$ cat src/rtl/upsampling_pkg.sv
// Shared geometry, widths and FSM state type for the 2x nearest-neighbour upsampler.
package upsampling_pkg;

    localparam int RESOLUTION         = 8;
    localparam int IMG_SIDE           = 28;
    localparam int POOL_SIDE          = 14;
    localparam int PIXELS_NUMBER      = IMG_SIDE * IMG_SIDE;
    localparam int AVERAGED_PIXELS_NR = POOL_SIDE * POOL_SIDE;
    localparam int COORD_W            = 5;
    localparam int SRC_IDX_W          = 8;

    typedef enum logic {
        IDLE   = 1'b0,
        STREAM = 1'b1
    } state_t;

endpackage

$ cat src/rtl/pixels_upsampling_if.sv
// Pooled-frame input and upsampled pixel output handshakes.
// PIXELS_UPSAMPLING_COORD_EN adds the out_row/out_col coordinate outputs.
interface pixels_upsampling_if;

    logic                                                                        in_valid;
    logic                                                                        in_ready;
    logic [upsampling_pkg::RESOLUTION*upsampling_pkg::AVERAGED_PIXELS_NR-1:0]    pixels_averaged;
    logic                                                                        out_valid;
    logic                                                                        out_ready;
    logic [upsampling_pkg::RESOLUTION-1:0]                                       out_pixel;
    logic                                                                        out_last;
`ifdef PIXELS_UPSAMPLING_COORD_EN
    logic [upsampling_pkg::COORD_W-1:0]                                          out_row;
    logic [upsampling_pkg::COORD_W-1:0]                                          out_col;
`endif

    modport slave (
        input  in_valid, pixels_averaged, out_ready,
        output in_ready, out_valid, out_pixel, out_last
`ifdef PIXELS_UPSAMPLING_COORD_EN
        , output out_row, out_col
`endif
    );

    modport master (
        output in_valid, pixels_averaged, out_ready,
        input  in_ready, out_valid, out_pixel, out_last
`ifdef PIXELS_UPSAMPLING_COORD_EN
        , input out_row, out_col
`endif
    );

endinterface

$ cat src/rtl/upsample_addr_gen.sv
// Raster row/col counters over the 28x28 output and the matching 14x14 source index.
module upsample_addr_gen
    import upsampling_pkg::*;
(
    input  logic                 clk,
    input  logic                 reset,
    input  logic                 clear_i,
    input  logic                 advance_i,
    output logic [COORD_W-1:0]   row_o,
    output logic [COORD_W-1:0]   col_o,
    output logic                 last_o,
    output logic [SRC_IDX_W-1:0] src_idx_o
);

    localparam logic [COORD_W-1:0]   SIDE_MAX  = COORD_W'(IMG_SIDE - 1);
    localparam logic [SRC_IDX_W-1:0] POOL_W    = SRC_IDX_W'(POOL_SIDE);

    logic [COORD_W-1:0] row_q, row_d;
    logic [COORD_W-1:0] col_q, col_d;

    always_comb begin
        row_d = row_q;
        col_d = col_q;
        if (clear_i) begin
            row_d = '0;
            col_d = '0;
        end else if (advance_i) begin
            if (col_q == SIDE_MAX) begin
                col_d = '0;
                row_d = (row_q == SIDE_MAX) ? '0 : row_q + COORD_W'(1);
            end else begin
                col_d = col_q + COORD_W'(1);
            end
        end
    end

    always_ff @(posedge clk) begin
        if (reset) begin
            row_q <= '0;
            col_q <= '0;
        end else begin
            row_q <= row_d;
            col_q <= col_d;
        end
    end

    assign row_o  = row_q;
    assign col_o  = col_q;
    assign last_o = (row_q == SIDE_MAX) && (col_q == SIDE_MAX);

    // Dropping the LSB of each coordinate replicates every source pixel over a 2x2 block.
    assign src_idx_o = {{(SRC_IDX_W-COORD_W+1){1'b0}}, row_q[COORD_W-1:1]} * POOL_W
                     + {{(SRC_IDX_W-COORD_W+1){1'b0}}, col_q[COORD_W-1:1]};

endmodule

$ cat src/rtl/pixels_upsampling.sv
// 14x14 -> 28x28 nearest-neighbour upsampler: frame buffer, FSM and output mux.
// Optional PIXELS_UPSAMPLING_COORD_EN exposes the current row/col on the output side.
//
//  state  | meaning
//  -------+-------------------------------------------------------------
//  IDLE   | in_ready=1, waiting for a pooled frame to capture
//  STREAM | emitting 784 pixels in raster order, input side ignored
module pixels_upsampling
    import upsampling_pkg::*;
(
    input  logic               clk,
    input  logic               reset,
    pixels_upsampling_if.slave bus
);

    state_t                 state_q;
    logic                   out_valid_q;
    logic [RESOLUTION-1:0]  frame_q [AVERAGED_PIXELS_NR];

    logic                   capture;
    logic                   advance;
    logic                   last;
    logic [COORD_W-1:0]     row;
    logic [COORD_W-1:0]     col;
    logic [SRC_IDX_W-1:0]   src_idx;

    assign capture = bus.in_valid && (state_q == IDLE);
    assign advance = out_valid_q && bus.out_ready;

    always_ff @(posedge clk) begin
        if (reset) begin
            state_q     <= IDLE;
            out_valid_q <= 1'b0;
        end else begin
            case (state_q)
                IDLE: begin
                    if (capture) begin
                        state_q     <= STREAM;
                        out_valid_q <= 1'b1;
                    end
                end
                STREAM: begin
                    if (advance && last) begin
                        state_q     <= IDLE;
                        out_valid_q <= 1'b0;
                    end
                end
                default: begin
                    state_q     <= IDLE;
                    out_valid_q <= 1'b0;
                end
            endcase
        end
    end

    // Buffer is deliberately not reset; it is only read while streaming a captured frame.
    always_ff @(posedge clk) begin
        if (capture && !reset) begin
            for (int k = 0; k < AVERAGED_PIXELS_NR; k++) begin
                frame_q[k] <= bus.pixels_averaged[k*RESOLUTION +: RESOLUTION];
            end
        end
    end

    upsample_addr_gen u_addr_gen (
        .clk       (clk),
        .reset     (reset),
        .clear_i   (capture),
        .advance_i (advance),
        .row_o     (row),
        .col_o     (col),
        .last_o    (last),
        .src_idx_o (src_idx)
    );

    assign bus.in_ready  = (state_q == IDLE);
    assign bus.out_valid = out_valid_q;
    assign bus.out_pixel = out_valid_q ? frame_q[src_idx] : '0;
    assign bus.out_last  = out_valid_q && last;

`ifdef PIXELS_UPSAMPLING_COORD_EN
    assign bus.out_row = out_valid_q ? row : '0;
    assign bus.out_col = out_valid_q ? col : '0;
`else
    logic unused_coord;
    assign unused_coord = ^{row, col};
`endif

endmodule

$ cat src/flat_wrapper.sv
// flat-port wrapper written by rule: the top's interface ports become plain ports
module pixels_upsampling_flat import upsampling_pkg::*;
  (clk, reset, bus_in_valid, bus_pixels_averaged, bus_out_ready, bus_in_ready, bus_out_valid, bus_out_pixel, bus_out_last);
  pixels_upsampling_if bus_i ();
  input  logic clk;
  input  logic reset;
  input wire logic [$bits(bus_i.in_valid)-1:0] bus_in_valid;
  input wire logic [$bits(bus_i.pixels_averaged)-1:0] bus_pixels_averaged;
  input wire logic [$bits(bus_i.out_ready)-1:0] bus_out_ready;
  output wire logic [$bits(bus_i.in_ready)-1:0] bus_in_ready;
  output wire logic [$bits(bus_i.out_valid)-1:0] bus_out_valid;
  output wire logic [$bits(bus_i.out_pixel)-1:0] bus_out_pixel;
  output wire logic [$bits(bus_i.out_last)-1:0] bus_out_last;
  assign bus_i.in_valid = bus_in_valid;
  assign bus_i.pixels_averaged = bus_pixels_averaged;
  assign bus_i.out_ready = bus_out_ready;
  assign bus_in_ready = bus_i.in_ready;
  assign bus_out_valid = bus_i.out_valid;
  assign bus_out_pixel = bus_i.out_pixel;
  assign bus_out_last = bus_i.out_last;
  pixels_upsampling u_core (.clk(clk), .reset(reset), .bus(bus_i));
endmodule
$ cat config.mk
export PLATFORM = sky130hd
export DESIGN_NAME = pixels_upsampling_flat
export DESIGN_NICKNAME = d
export VERILOG_FILES = /design/src/rtl/upsampling_pkg.sv /design/src/rtl/pixels_upsampling_if.sv /design/src/rtl/upsample_addr_gen.sv /design/src/rtl/pixels_upsampling.sv /design/src/flat_wrapper.sv
export SDC_FILE = /design/constraint.sdc
export NUM_CORES = 1
export LEC_CHECK = 0
export BUFFER_PORTS_ARGS = -buffer_cell sky130_fd_sc_hd__buf_2
export CORE_AREA = 5 5 608 610
export CTS_CLUSTER_DIAMETER = 30
export DETAILED_ROUTE_END_ITERATION = 6
export DIE_AREA = 0 0 613 615
export GPL_TIMING_DRIVEN = 0
export HOLD_SLACK_MARGIN = 0.05
export PLACE_DENSITY_LB_ADDON = 0.12
export SYNTH_ARGS = -nofsm -noshare
export SYNTH_HDL_FRONTEND = slang
export SYNTH_HIERARCHICAL = 1
export SYNTH_SLANG_ARGS = --single-unit
$ cat constraint.sdc
create_clock -name clk -period 219.7 [get_ports clk]
set_clock_uncertainty 0.2 [all_clocks]
set_input_delay 32.955 -clock clk [delete_from_list [all_inputs] [get_ports clk]]
set_output_delay 32.955 -clock clk [all_outputs]
set_load 0.005 [all_outputs]
# Word level (Yosys, flattened, before mapping)
# Memory sizes are Yosys's and may differ from the RTL's.
# Cells that the tools add are included.
# classes
add_sub_neg	3
n_mul	1
div	0
order_cmp	0
n_eq_ne	4
shift	0
n_mux	11
bitwise_logic	1
reduce_logical	10
# op_table
op	n
adder 5 x 1 -> 5 bit, second input constant	2
equality test 5 bit, second input constant	2
two-way mux 5 bit	2
adder 8 x 4 -> 8 bit	1
two-way mux 8 bit	1
multiplier 4 x 3 -> 7 bit, second input constant	1
logical AND 1 bit	6
two-way mux 1 bit	6
case mux 1 bit (2 select lines)	2
AND reduction 2 bit	2
inequality test 2 x 1 -> 1 bit, second input constant	1
inequality test 2 bit, second input constant	1
OR reduction 2 bit	1
logical NOT 1 bit	1
NOT 1 bit	1
# totals
ff_bits	12
latch_bits	0
ram_bits	1568
rom_bits	0
in_bits	1572
mem_count	1
# mem_list
memory	depth	word_bits	read_ports	rd_ports_with_merged_regs	write_ports	line	source
u_core.frame_q	196	8	1	0	196	pixels_upsampling.sv:18	logic [RESOLUTION-1:0] frame_q [AVERAGED_PIXELS_NR];

# Logic depth before layout (Yosys ltp)
# depth
word_depth	5
ltp_mapped	14
mapped_depth_nobuf	13

# Cells and area by module
# Netlist, hierarchy kept.
# by_module_without_submodules
mod	instances	cells_each	area_each_um2	seq_area_each_um2
pixels_upsampling	1	2622	60088.9	47125.2
upsample_addr_gen	1	93	879.6	200.2

# Least setup slack after synthesis
# OpenSTA, ideal clock, no wires.
# synth_path
path_kind	input -> register
start	input port reset
end	memory u_core.frame_q[0][0] (enable)
arrival_time_ns	102.064
t_required_ns	215.735
path_slack_ns	113.671
path_stages	1
path_buffers	0
path_cell_list	nor2b_1
# synth_lines
element	line	source
start, declared	flat_wrapper.sv:6	input logic reset;
end, declared	pixels_upsampling.sv:18	

# Worst setup path in the final report
# layout_path
start	register u_core.u_addr_gen.row_q[2], in the netlist u_core/u_addr_gen/row_o[2]
end	output port bus_out_pixel[0]
# layout_via
elab_chain_cells	4
# layout_lines
element	line	source
start, declared	upsample_addr_gen.sv:18	logic [COORD_W-1:0] row_q, row_d;
start signal, assigned	upsample_addr_gen.sv:42	row_q <= row_d;
multiplier 4 x 3 -> 7 bit	upsample_addr_gen.sv:52	assign src_idx_o = {{(SRC_IDX_W-COORD_W+1){1'b0}}, row_q[COORD_W-1:1]} * POOL_W
adder 8 x 4 -> 8 bit	upsample_addr_gen.sv:53	+ {{(SRC_IDX_W-COORD_W+1){1'b0}}, col_q[COORD_W-1:1]};
via u_core.src_idx[4]	pixels_upsampling.sv:25	logic [SRC_IDX_W-1:0] src_idx;
memory (196 x 8 bit)	n/a	
two-way mux 8 bit	pixels_upsampling.sv:78	assign bus.out_pixel = out_valid_q ? frame_q[src_idx] : '0;
end, declared	flat_wrapper.sv:12	output wire logic [$bits(bus_i.out_pixel)-1:0] bus_out_pixel;
# The timed path passes the listed nets, and every way through them passes these cells.

==> reports/results.md <==
| Item | This run | Unit |
| --- | --- | --- |
| Flops & latches, synth | 1580 | - |
| Total of endpoints with negative setup slack in the final report | 0 | - |
| Worst IR drop on VDD | 0.006865 | mV |
| Final Non-Filler Cells | 10.16k | - |
| Logic gate share of total power | 3.1 | % |
| Most used cells in the layout excluding fill and tap cells | 1629 x sky130_fd_sc_hd__buf_2, 1568 x sky130_fd_sc_hd__edfxtp_1, 463 x sky130_fd_sc_hd__clkbuf_16 | - |
| Adder-Cell Fraction of Synth Area | 0.4310 | % |
| CTS H-Tree Depth | 5 | - |
| Detailed placer's ending HPWL | 276600 | um |
| Sw Pwr | 0.2219 | mW |
| Category of the worst setup path capture point | primary output | - |
| Xor and xnor area share after synthesis | 0.1149 | % |
| Post-Place Cells | 9180 | - |
| Pre-Repair DR Iteration Count | 5 | - |
| Final total negative setup slack | 0 | ns |
| Hold Violations, Final | 0 | - |
| Synthesized area | 0.06097 | mm2 |
| Synth async-reset ratio | 0 | % |
| Seq/Total Area, Yosys | 77.62 | % |
| Reg-to-reg startpoint | u_core/state_q$_SDFF_PP0_ | - |
| Final routed DRC violation total | 0 | - |
| Initial Utilization | 16.76 | % |
| EDFF count, synth | 1568 | - |
| TritonCTS clock tree | built | - |
| Critical Path Start Type | flip-flop | - |
| Count of cells resized by post-cts repair | 0 | - |
| End of the worst register-to-register path | u_core/frame_q[144][5]$_DFFE_PP_ | - |
| Synth Area in Compound Gates | 2.970 | % |
| Global routing usage summed across all routing layers | 17.33 | % |
| Sequential group share of total power | 33.4 | % |
| Dominant synthesized flop cell | sky130_fd_sc_hd__edfxtp_1 | - |
| Cell at the root of the clock tree | sky130_fd_sc_hd__clkbuf_16 | - |
| Transition time at the pin with the least slew margin | 1.454 | ns |
| Layout overhead on the synthesized area | 51.53 | % |
| Std-Cell Rows | 222 | - |
| Sink count of the clock tree | 1580 | - |
| Die height | 615 | um |
| Final max-slew violation count | 0 | - |
| Antenna Violating Nets Remaining | 0 | - |
| Via Count | 39.44k | - |
| R2r worst-path depth | 14 | - |
| Worst skew pair latency | 0.91 | ns |
| Max-slew headroom | 3.055 | % |
| Number of max-cap violations | 0 | - |
| Sum of overflow across all layers after global routing | 0 | - |
| Worst hold-check path type | reg -> reg | - |
| Data arrival, critical path | 7.93 | ns |
| Result of the run | finished, final reports clean | - |
| Final core utilization | 25.39 | % |
| Cell internal power dissipation | 0.8277 | mW |
| Vias per Instance | 3.882 | - |
| Min Clock Period, post-route | 41.09 | ns |
| Leak Pwr | 32.93 | nW |
| Critical path type | reg -> out | - |
| Inserted Clock Buffers | 460 | - |
| Detailed-route wire length per cell | 33.34 | um |
| IO buf count | 1582 | - |
| Max Buffers Root-to-Sink | 4 | - |
| Area of the die | 0.3770 | mm2 |
| Largest net degree at the start of global routing | 35 | - |
| Crit path max fanout | 11 | - |
| Number of DRC markers after the initial detailed-route iteration | 2696 | - |
| Horizontal die dimension | 613 | um |
| Mapped Avg Cell Area | 22.46 | um2 |
| Final design instance area without fill | 0.09239 | mm2 |
| Post-CTS setup buffers | 0 | - |
| RSZ-0062 raised after global routing | no | - |
| Data required time at the worst endpoint | 186.54 | ns |
| Number of antenna violations at the first check in global routing | 504 | - |
| Yosys warnings | 6 | - |
| Synth Area in Simple Gates | 1.494 | % |
| Post-placement cell area | 0.07637 | mm2 |
| Part of the total power dissipated in the clock network | 63.5 | % |
| Fill count | 37.59k | - |
| Detailed-route wire length | 338700 | um |
| Dominant combinational cell family by area after synthesis | multiplexers | - |
| Number of nets in the layout | 6416 | - |
| Synthesized Nets | 4305 | - |
| Register-to-register setup slack | 215.10 | ns |
| Share of the cycle needed by the critical path after routing | 18.70 | % |
| Gate count after technology mapping | 2715 | - |
| IO Pins | 1583 | - |
| Achievable frequency | 0.02434 | GHz |
| Hold-fix buffers at CTS | 0 | - |
| First-pass GRT wire length | 429000 | um |
| Worst Hold Path EP | u_core/u_addr_gen/row_o[0]$_SDFFE_PP0P_ | - |
| Mux contribution to synthesized area | 15.85 | % |
| Fraction of layout instances using a drive strength above 1 | 54.13 | % |
| Pwr dens | 11.36 | mW/mm2 |
| Clock-pin slew on the worst setup and hold paths | 0.04 | ns |
| Hold Crit Depth | 2 | - |
| Netlist cell types | 65 | - |
| Via count of the first global-routing pass | 42.34k | - |
| Switching share of total power | 21.14 | % |
| Final weighted congestion in routability-driven placement | 0.7994 | - |
| Hold Startpoint | u_core/u_addr_gen/row_o[0]$_SDFFE_PP0P_ | - |
| Area inside the core boundary | 0.3639 | mm2 |
| Most frequent standard cell in the layout excluding fill and tap cells | sky130_fd_sc_hd__buf_2 | - |
## power groups by stage
stage / Sequential (mW) / Clock (mW) / Combinational (mW)
2_1_floorplan: 0.388 / 0 / 0.00913
3_3_place_gp: 0.408 / 0 / 0.0296
3_5_place_dp: 0.355 / 0 / 0.0330
4_1_cts: 0.351 / 0.681 / 0.0332
5_1_grt: 0.351 / 0.698 / 0.0347
6_report: 0.350 / 0.667 / 0.0321
## state kept, by name (all words and copies together) (netlist names)
name and flops:
u_core/state_q 1, u_core/bus.out_valid 1, u_core/u_addr_gen/col_o 5, u_core/u_addr_gen/row_o 5, u_core/frame_q 1568
## synth_stat cells, types with 3 or more instances
library cell	count	area, um2
sky130_fd_sc_hd__nand4_1	4	25.02
sky130_fd_sc_hd__nand2_1	25	93.84
sky130_fd_sc_hd__o22a_1	6	52.55
sky130_fd_sc_hd__buf_1	17	63.81
sky130_fd_sc_hd__clkbuf_1	40	150.1
sky130_fd_sc_hd__fa_1	5	100.1
sky130_fd_sc_hd__buf_4	16	120.1
sky130_fd_sc_hd__nor3_1	36	180.2
sky130_fd_sc_hd__a21oi_1	37	185.2
sky130_fd_sc_hd__xor2_1	5	43.79
sky130_fd_sc_hd__a311oi_1	3	26.28
sky130_fd_sc_hd__and2_1	3	18.77
sky130_fd_sc_hd__a211oi_1	6	45.04
sky130_fd_sc_hd__or3_1	4	25.02
sky130_fd_sc_hd__o22ai_1	44	275.3
sky130_fd_sc_hd__o21ai_0	35	175.2
sky130_fd_sc_hd__a22oi_1	7	52.55
sky130_fd_sc_hd__mux2i_1	169	1692
sky130_fd_sc_hd__xnor2_1	3	26.28
sky130_fd_sc_hd__a211o_1	8	70.07
sky130_fd_sc_hd__nor2_1	57	214.0
sky130_fd_sc_hd__ha_1	13	162.7
sky130_fd_sc_hd__o221ai_1	60	525.5
sky130_fd_sc_hd__edfxtp_1	1568	47090
sky130_fd_sc_hd__nand2b_1	5	31.28
sky130_fd_sc_hd__o41ai_2	7	113.9
sky130_fd_sc_hd__o21ai_1	6	30.03
sky130_fd_sc_hd__buf_6	15	168.9
sky130_fd_sc_hd__nor2b_1	9	56.30
sky130_fd_sc_hd__buf_8	5	75.07
sky130_fd_sc_hd__nand3b_1	3	22.52
sky130_fd_sc_hd__inv_1	10	37.54
sky130_fd_sc_hd__o31ai_1	7	52.55
sky130_fd_sc_hd__buf_12	4	80.08
sky130_fd_sc_hd__o211ai_1	8	60.06
sky130_fd_sc_hd__nor4_1	8	50.05
sky130_fd_sc_hd__dfxtp_1	12	240.2
sky130_fd_sc_hd__mux4_2	354	7973
sky130_fd_sc_hd__nand3_1	17	85.08
sky130_fd_sc_hd__buf_2	45	225.2
## kinds of logic (layout without fill, tap and decap cells)
family          after synthesis  after routing
compound gates              249            249
xor+xnor                      8              8
fa+ha+maj                    18             18
buf+inv                     153           2651
flops                      1580           1580
mux                         523            523
other cells                   0            131
simple gates                184            184
## metal layers
metal | GRT usage (%) | part of all wire [%]
met5 | 0 | 0.37
met4 | 4.658 | 3.6
met3 | 5.312 | 7.4
met2 | 32.42 | 53
met1 | 18.73 | 36
## critical path, cell delays in order (launching register included)
cell and delay, ns:
sky130_fd_sc_hd__dfxtp_1 0.55, sky130_fd_sc_hd__fa_1 0.50, sky130_fd_sc_hd__ha_1 0.31, sky130_fd_sc_hd__ha_1 0.32
sky130_fd_sc_hd__a21oi_1 0.32, sky130_fd_sc_hd__xnor2_1 0.13, sky130_fd_sc_hd__buf_2 0.25, sky130_fd_sc_hd__inv_2 0.60
sky130_fd_sc_hd__buf_1 0.99, sky130_fd_sc_hd__buf_1 0.85, sky130_fd_sc_hd__o221ai_1 0.41, sky130_fd_sc_hd__a21oi_1 0.23
sky130_fd_sc_hd__nor2_1 0.10, sky130_fd_sc_hd__o211ai_1 1.04, sky130_fd_sc_hd__o41ai_2 0.09, sky130_fd_sc_hd__buf_2 0.25
## metrics by stage
stage	hold WS (ns)	setup slack [ns]	power (mW)
2_1_floorplan	0.2704	113.67	0.3966
3_3_place_gp	0.3074	76.83	0.4373
3_5_place_dp	0.3076	179.15	0.3884
4_1_cts	0.3113	178.08	1.065
5_1_grt	0.3551	178.04	1.084
6_report	0.3146	178.61	1.050
## worst max-delay path by stage
stage          depth (start not counted)                                     from  slack [ns]                               end
2_1_floorplan                          1                                    reset      113.67    u_core/frame_q[0][0]$_DFFE_PP_
3_3_place_gp                           2                                    reset       76.83  u_core/frame_q[128][6]$_DFFE_PP_
3_5_place_dp                          15  u_core/u_addr_gen/row_o[2]$_SDFFE_PP0P_      179.15                  bus_out_pixel[0]
4_1_cts                               15  u_core/u_addr_gen/row_o[2]$_SDFFE_PP0P_      178.08                  bus_out_pixel[0]
5_1_grt                               15  u_core/u_addr_gen/row_o[2]$_SDFFE_PP0P_      178.04                  bus_out_pixel[0]
6_report                              15  u_core/u_addr_gen/row_o[2]$_SDFFE_PP0P_      178.61                  bus_out_pixel[0]
## final cells by class
| class | count | area [um2] | share of cell area [%] |
|---|---|---|---|
| timing repair buffer | 1649 | 9330 | 10.10 |
| multi-input combinational | 982 | 12760 | 13.81 |
| antenna | 131 | 327.8 | 0.3548 |
| sequential | 1580 | 47330 | 51.23 |
| inverter | 11 | 41.29 | 0.04469 |
| tap | 4816 | 6026 | 6.522 |
| clock buffer | 529 | 11830 | 12.81 |
| buffer | 142 | 892.1 | 0.9656 |
| clock inverter | 320 | 3851 | 4.169 |
Note: power is estimated with default switching activity, not from simulation.
